File: config.mk
export PLATFORM = sky130hd
export DESIGN_NAME = ex_flag_stage_flat
export DESIGN_NICKNAME = d
export VERILOG_FILES = /design/src/rtl/ex_flag_stage_if.sv /design/src/rtl/ex_flag_stage.sv /design/src/flat_wrapper.sv
export SDC_FILE = /design/constraint.sdc
export NUM_CORES = 1
export LEC_CHECK = 0
export ABC_AREA = 1
export CAP_MARGIN = 20
export CORE_MARGIN = 2
export CORE_UTILIZATION = 37
export DETAILED_ROUTE_END_ITERATION = 6
export PLACE_DENSITY = 0.8
export SYNTH_ARGS = -nofsm -noshare
export SYNTH_HDL_FRONTEND = slang
export SYNTH_SLANG_ARGS = --single-unit
File: constraint.sdc
create_clock -name clk -period 2.4 [get_ports clk]
set_input_delay 0.48 -clock clk [delete_from_list [all_inputs] [get_ports clk]]
set_output_delay 0.48 -clock clk [all_outputs]
set_load 0.02 [all_outputs]
File: src/rtl/ex_flag_stage_if.sv
// Execute-stage back-end bundle: AU operation, pipeline controls and branch query in; EX/MEM result, flags and branch answer out.
// The slave modport faces the flag stage; the master modport faces whoever drives the AU side.
interface ex_flag_stage_if #(
    parameter int WIDTH = 16
);
    logic             in_valid;
    logic [3:0]       cmd;
    logic [WIDTH-1:0] a;
    logic [WIDTH-1:0] b;
    logic [WIDTH-1:0] result;
    logic             stall;
    logic             flush;
    logic             br_req;
    logic [2:0]       br_cond;

    logic             out_valid;
    logic [WIDTH-1:0] ex_result;
    logic [2:0]       flags;
    logic             br_done;
    logic             br_taken;

    modport slave (
        input  in_valid, cmd, a, b, result, stall, flush, br_req, br_cond,
        output out_valid, ex_result, flags, br_done, br_taken
    );

    modport master (
        output in_valid, cmd, a, b, result, stall, flush, br_req, br_cond,
        input  out_valid, ex_result, flags, br_done, br_taken
    );
endinterface

File: src/rtl/ex_flag_stage.sv
// EX/MEM result register plus {Z,V,N} flag register and branch-condition evaluation; 1-cycle latency.
// stall freezes every register (branch answer forced idle); flush drops the captured op and its flag update.
module ex_flag_stage #(
    parameter int         WIDTH     = 16,
    parameter logic [2:0] RST_FLAGS = 3'b000
) (
    input  logic                 clk,
    input  logic                 rst,
    ex_flag_stage_if.slave       bus
);
    localparam logic [3:0] CMD_ADD  = 4'b0000;
    localparam logic [3:0] CMD_SUB  = 4'b0010;
    localparam logic [3:0] CMD_PADD = 4'b1000;

    localparam int ZF = 2;
    localparam int VF = 1;
    localparam int NF = 0;

    logic             out_valid_q, out_valid_d;
    logic [WIDTH-1:0] ex_result_q, ex_result_d;
    logic [2:0]       flags_q,     flags_d;
    logic             br_done_q,   br_done_d;
    logic             br_taken_q,  br_taken_d;

    logic             sub;
    logic [WIDTH-1:0] bx;
    logic [WIDTH-1:0] sum;
    logic             v_raw;
    logic             is_addsub;
    logic             is_padd;
    logic             res_zero;
    logic             cond_true;
    logic             capture;

    // Overflow is rebuilt from the raw operands because the AU only hands over the saturated value.
    always_comb begin
        sub       = bus.cmd[1];
        bx        = sub ? ~bus.b : bus.b;
        sum       = bus.a + bx + WIDTH'(sub);
        v_raw     = (bus.a[WIDTH-1] == bx[WIDTH-1]) & (sum[WIDTH-1] != bus.a[WIDTH-1]);
        is_addsub = (bus.cmd == CMD_ADD) | (bus.cmd == CMD_SUB);
        is_padd   = (bus.cmd == CMD_PADD);
        res_zero  = (bus.result == '0);
    end

    always_comb begin
        cond_true = 1'b0;
        case (bus.br_cond)
            3'b000:  cond_true = ~flags_q[ZF];
            3'b001:  cond_true =  flags_q[ZF];
            3'b010:  cond_true = ~flags_q[ZF] & ~flags_q[NF];
            3'b011:  cond_true =  flags_q[NF];
            3'b100:  cond_true =  flags_q[ZF] | ~flags_q[NF];
            3'b101:  cond_true =  flags_q[ZF] |  flags_q[NF];
            3'b110:  cond_true =  flags_q[VF];
            default: cond_true = 1'b1;
        endcase
    end

    always_comb begin
        out_valid_d = out_valid_q;
        ex_result_d = ex_result_q;
        flags_d     = flags_q;
        br_done_d   = 1'b0;
        br_taken_d  = 1'b0;
        capture     = bus.in_valid & ~bus.flush;

        if (!bus.stall) begin
            out_valid_d = capture;
            br_done_d   = bus.br_req;
            // Branch sees flags_q, i.e. the value before this edge's update.
            br_taken_d  = bus.br_req & cond_true;
            if (capture) begin
                ex_result_d = bus.result;
                if (is_addsub) begin
                    flags_d[ZF] = res_zero;
                    flags_d[VF] = v_raw;
                    flags_d[NF] = bus.result[WIDTH-1];
                end else if (!is_padd) begin
                    flags_d[ZF] = res_zero;
                end
            end
        end
    end

    always_ff @(posedge clk) begin
        if (rst) begin
            out_valid_q <= 1'b0;
            ex_result_q <= '0;
            flags_q     <= RST_FLAGS;
            br_done_q   <= 1'b0;
            br_taken_q  <= 1'b0;
        end else begin
            out_valid_q <= out_valid_d;
            ex_result_q <= ex_result_d;
            flags_q     <= flags_d;
            br_done_q   <= br_done_d;
            br_taken_q  <= br_taken_d;
        end
    end

    assign bus.out_valid = out_valid_q;
    assign bus.ex_result = ex_result_q;
    assign bus.flags     = flags_q;
    assign bus.br_done   = br_done_q;
    assign bus.br_taken  = br_taken_q;
endmodule

File: src/flat_wrapper.sv
// flat-port wrapper written by rule: the top's interface ports become plain ports
module ex_flag_stage_flat 
#(
    parameter int         WIDTH     = 16,
    parameter logic [2:0] RST_FLAGS = 3'b000
)
  (clk, rst, bus_in_valid, bus_cmd, bus_a, bus_b, bus_result, bus_stall, bus_flush, bus_br_req, bus_br_cond, bus_out_valid, bus_ex_result, bus_flags, bus_br_done, bus_br_taken);
  ex_flag_stage_if #(.WIDTH(WIDTH)) bus_i ();
  input  logic clk;
  input  logic rst;
  input wire logic [$bits(bus_i.in_valid)-1:0] bus_in_valid;
  input wire logic [$bits(bus_i.cmd)-1:0] bus_cmd;
  input wire logic [$bits(bus_i.a)-1:0] bus_a;
  input wire logic [$bits(bus_i.b)-1:0] bus_b;
  input wire logic [$bits(bus_i.result)-1:0] bus_result;
  input wire logic [$bits(bus_i.stall)-1:0] bus_stall;
  input wire logic [$bits(bus_i.flush)-1:0] bus_flush;
  input wire logic [$bits(bus_i.br_req)-1:0] bus_br_req;
  input wire logic [$bits(bus_i.br_cond)-1:0] bus_br_cond;
  output wire logic [$bits(bus_i.out_valid)-1:0] bus_out_valid;
  output wire logic [$bits(bus_i.ex_result)-1:0] bus_ex_result;
  output wire logic [$bits(bus_i.flags)-1:0] bus_flags;
  output wire logic [$bits(bus_i.br_done)-1:0] bus_br_done;
  output wire logic [$bits(bus_i.br_taken)-1:0] bus_br_taken;
  assign bus_i.in_valid = bus_in_valid;
  assign bus_i.cmd = bus_cmd;
  assign bus_i.a = bus_a;
  assign bus_i.b = bus_b;
  assign bus_i.result = bus_result;
  assign bus_i.stall = bus_stall;
  assign bus_i.flush = bus_flush;
  assign bus_i.br_req = bus_br_req;
  assign bus_i.br_cond = bus_br_cond;
  assign bus_out_valid = bus_i.out_valid;
  assign bus_ex_result = bus_i.ex_result;
  assign bus_flags = bus_i.flags;
  assign bus_br_done = bus_i.br_done;
  assign bus_br_taken = bus_i.br_taken;
  ex_flag_stage #(.WIDTH(WIDTH), .RST_FLAGS(RST_FLAGS)) u_core (.clk(clk), .rst(rst), .bus(bus_i));
endmodule
==> metrics.cfg <==
[synthesis]
yosysTopAreaCellShare_pct = 31.9
synth_largest_area_cell = dfxtp_1
syn-cell-area_um2 = 1380
synthDistinctLibCells = 24
syn_nets = 269
ys_ff_latch = 22
synth_area_leaders = dfxtp_1 32%, nand2_1 15%, ha_1 13%
netlist_instances = 194
seq_area_frac_synth_pct = 31.9
ys.warnings.count = 0
avgSynthCellArea_um2 = 7.12

[final_layout]
finalInstanceArea_um2 = 2330
area_delta_synth_final_pct = 68.8
n_antenna_cell = 0
final_util_pct = 64.2
drive_above_1_share_pct = 3.61
fin_nets = 353

[global_routing]
grt_pass1_vias = 1514
grt_max_degree = 19
antenna_found_initial = 0
grt_pass1_wl_um = 6020
grt_util_all_layers_pct = 17.5
grt_overflow_total = 0

[clock_network]
root_buffer = clkbuf_8
cts_hold_buf = 0
cts_made_buffers = 3
post_cts_buffers = 0
clockBufferDepth = 2
cts_tree = yes
clock_sinks = 22
clkLatencyLatePin_ns = 0.26
ctsResizeCount = 0
clk_pin_slew_ns = 0.08
htree_levels = 1

[critical_path]
path_buf_inv = 3
reg2reg_setup_slack_ns = 1.42
critPathRequiredTime_ns = 2.56
path_cells = clkdlybuf4s50_1 -> buf_12 -> xor2_1 -> ha_1 -> a21oi_1 -> o21ai_0 -> nor2_1 -> nand2_1 -> nand2_1 -> nand3_1 -> nand2_1 -> inv_1
reg2regPathDepth = 4
cp.arrival_ns = 2.30
slowest_delay_ns = 0.51
startpoint_type = input pin
worstPathMaxFanout = 17
cp.depth = 12
path_delay_family = buffers and inverters
worst_path_max_delay_cell = clkdlybuf4s50_1
endpoint_kind = flip-flop
worstSetupPathType = in -> reg
cpMostUsedCell = nand2_1

[route]
vias = 1511
initialDrtViolationCount = 48
route.detailed.drc = 0
routedWlPerCell_um = 11.0
ant_nets = 0
viasPerCell = 4.65
drt_first_pass_iters = 4
wl_um = 3590

[floorplanning]
dieHeight_um = 65.1
start_util_pct = 38.0
pin_count = 83
dieArea_um2 = 4240
core_um2 = 3630
die_w_um = 65.1
row_count = 22

[sta]
fmax_ghz = 0.469
period_minus_slack_ns = 2.13
setup_viol_count_final = 0
min_period_over_period_pct = 88.9
tns_ns = 0
skew_ns = 0.0000581
hold_viol = 0
slew_headroom_pct = 78.5
rsz0062_at_grt = no
tightest_slew_ns = 0.320
final_max_slew_viol_count = 0

[pwr]
clockPowerShare_pct = 33.5
swShare_pct = 24.6
p_switching_uw = 251
pwr-share-comb_pct = 29.0
p_int_uw = 768
pwr-share-seq_pct = 37.5
p_per_area_nw_per_um2 = 437
p_leak_nw = 0.984
peakVddDrop_uv = 209

[place]
dp_hpwl_um = 3000
postPlaceCellArea_um2 = 2260
place_congestion = 0.763
port_buffers = 82

[worst_hold_path]
hold_depth = 2
hp-class = reg -> reg

[flow_run]
maxCapViolations = 0

[outcome]
run_status = completed

## final timing paths
check	startpoint	end
setup / recovery	bus_cmd[1]	u_core.bus.flags[1]
hold reg to reg	u_core.bus.out_valid	u_core.bus.out_valid
hold / removal	u_core.bus.out_valid	u_core.bus.out_valid
setup reg to reg	u_core.bus.flags[2]	u_core.bus.br_taken
## cell usage after synthesis
master,instances
nand3_1,5
xor2_1,14
xnor2_1,1
nand4_1,2
a21o_1,1
o31ai_1,1
a21boi_0,1
o21ai_0,3
ha_1,14
a211oi_1,2
a21oi_1,25
dfxtp_1,22
buf_2,2
nand2_2,2
nor3_1,3
nor2_1,18
inv_1,17
clkbuf_1,2
buf_6,1
buf_4,1
nand2_1,54
nor4_1,1
a221oi_1,1
inv_4,1
## worst register-to-register path: stages, from the launching register on
cell and delay [ns]:
dfxtp_1 0.38, nor2_1 0.08, a221oi_1 0.25, nor3_1 0.07
nor3_1 0.12
## sequential cells by signal, summed over array words and instances, names as in the netlist
| signal | flops |
|---|---|
| u_core.bus.ex_result | 16 |
| u_core.bus.flags | 3 |
| u_core.bus.br_done | 1 |
| u_core.bus.br_taken | 1 |
| u_core.bus.out_valid | 1 |
## cell type report
| cell class | instances | area, um2 |
|---|---|---|
| Multi-Input combinational cell | 148 | 835 |
| Inverter | 18 | 70.1 |
| Sequential cell | 22 | 440 |
| Fill cell | 333 | 1300 |
| Clock buffer | 3 | 41.3 |
| Clock inverter | 1 | 30.0 |
| Tap cell | 48 | 60.1 |
| Timing Repair Buffer | 85 | 856 |
## power by group through the flow
stage	Clock [mW]	Sequential [mW]	Combinational [mW]
6_report	0.341	0.382	0.296
5_1_grt	0.362	0.384	0.331
4_1_cts	0.348	0.383	0.298
2_1_floorplan	0	0.406	0.121
3_5_place_dp	0	0.391	0.296
3_3_place_gp	0	0.391	0.288
## cells in the final DEF (no fill, tap or decap)
cell type,count
inv_1,17
xor2_1,14
nor4_1,1
a21boi_0,1
ha_1,14
o31ai_1,1
buf_4,2
xnor2_1,1
a21o_1,1
inv_4,1
a21oi_1,25
buf_12,1
nor2_1,18
nand2_1,54
nor3_1,3
nand2_2,2
dfxtp_1,22
nand4_1,2
bufinv_16,1
clkbuf_8,3
clkdlybuf4s50_1,82
a211oi_1,2
a221oi_1,1
o21ai_0,3
nand3_1,5
## routing by layer
layer	global-route usage, %	wire, um
met5	0	0
met3	4.28	293
met1	20.4	1500
met4	5.73	57
met2	31.2	1730
## logic make-up after synthesis
kind of cell | Yosys count | synth area share (%)
XOR/XNOR | 15 | 9.51
AO/OA/AOI/OAI | 34 | 13.5
adder cells (fa/ha/maj) | 14 | 12.7
AND/OR/NAND/NOR | 85 | 24.7
buffers and inverters | 24 | 7.70
flip-flops | 22 | 31.9
## through the flow
step / worst slack [ns] / total power, mW / hold WS [ns] / instances
6_report: 0.267 / 1.02 / 0.463 / 325
5_1_grt: 0.0796 / 1.08 / 0.472 / 325
4_1_cts: 0.274 / 1.03 / 0.463 / 325
3_5_place_dp: 0.00590 / 0.687 / 0.452 / 321
3_3_place_gp: 0.0750 / 0.679 / 0.450 / 321
2_1_floorplan: 0.446 / 0.527 / 0.533 / 194
Power figures use the tool's default switching activity.
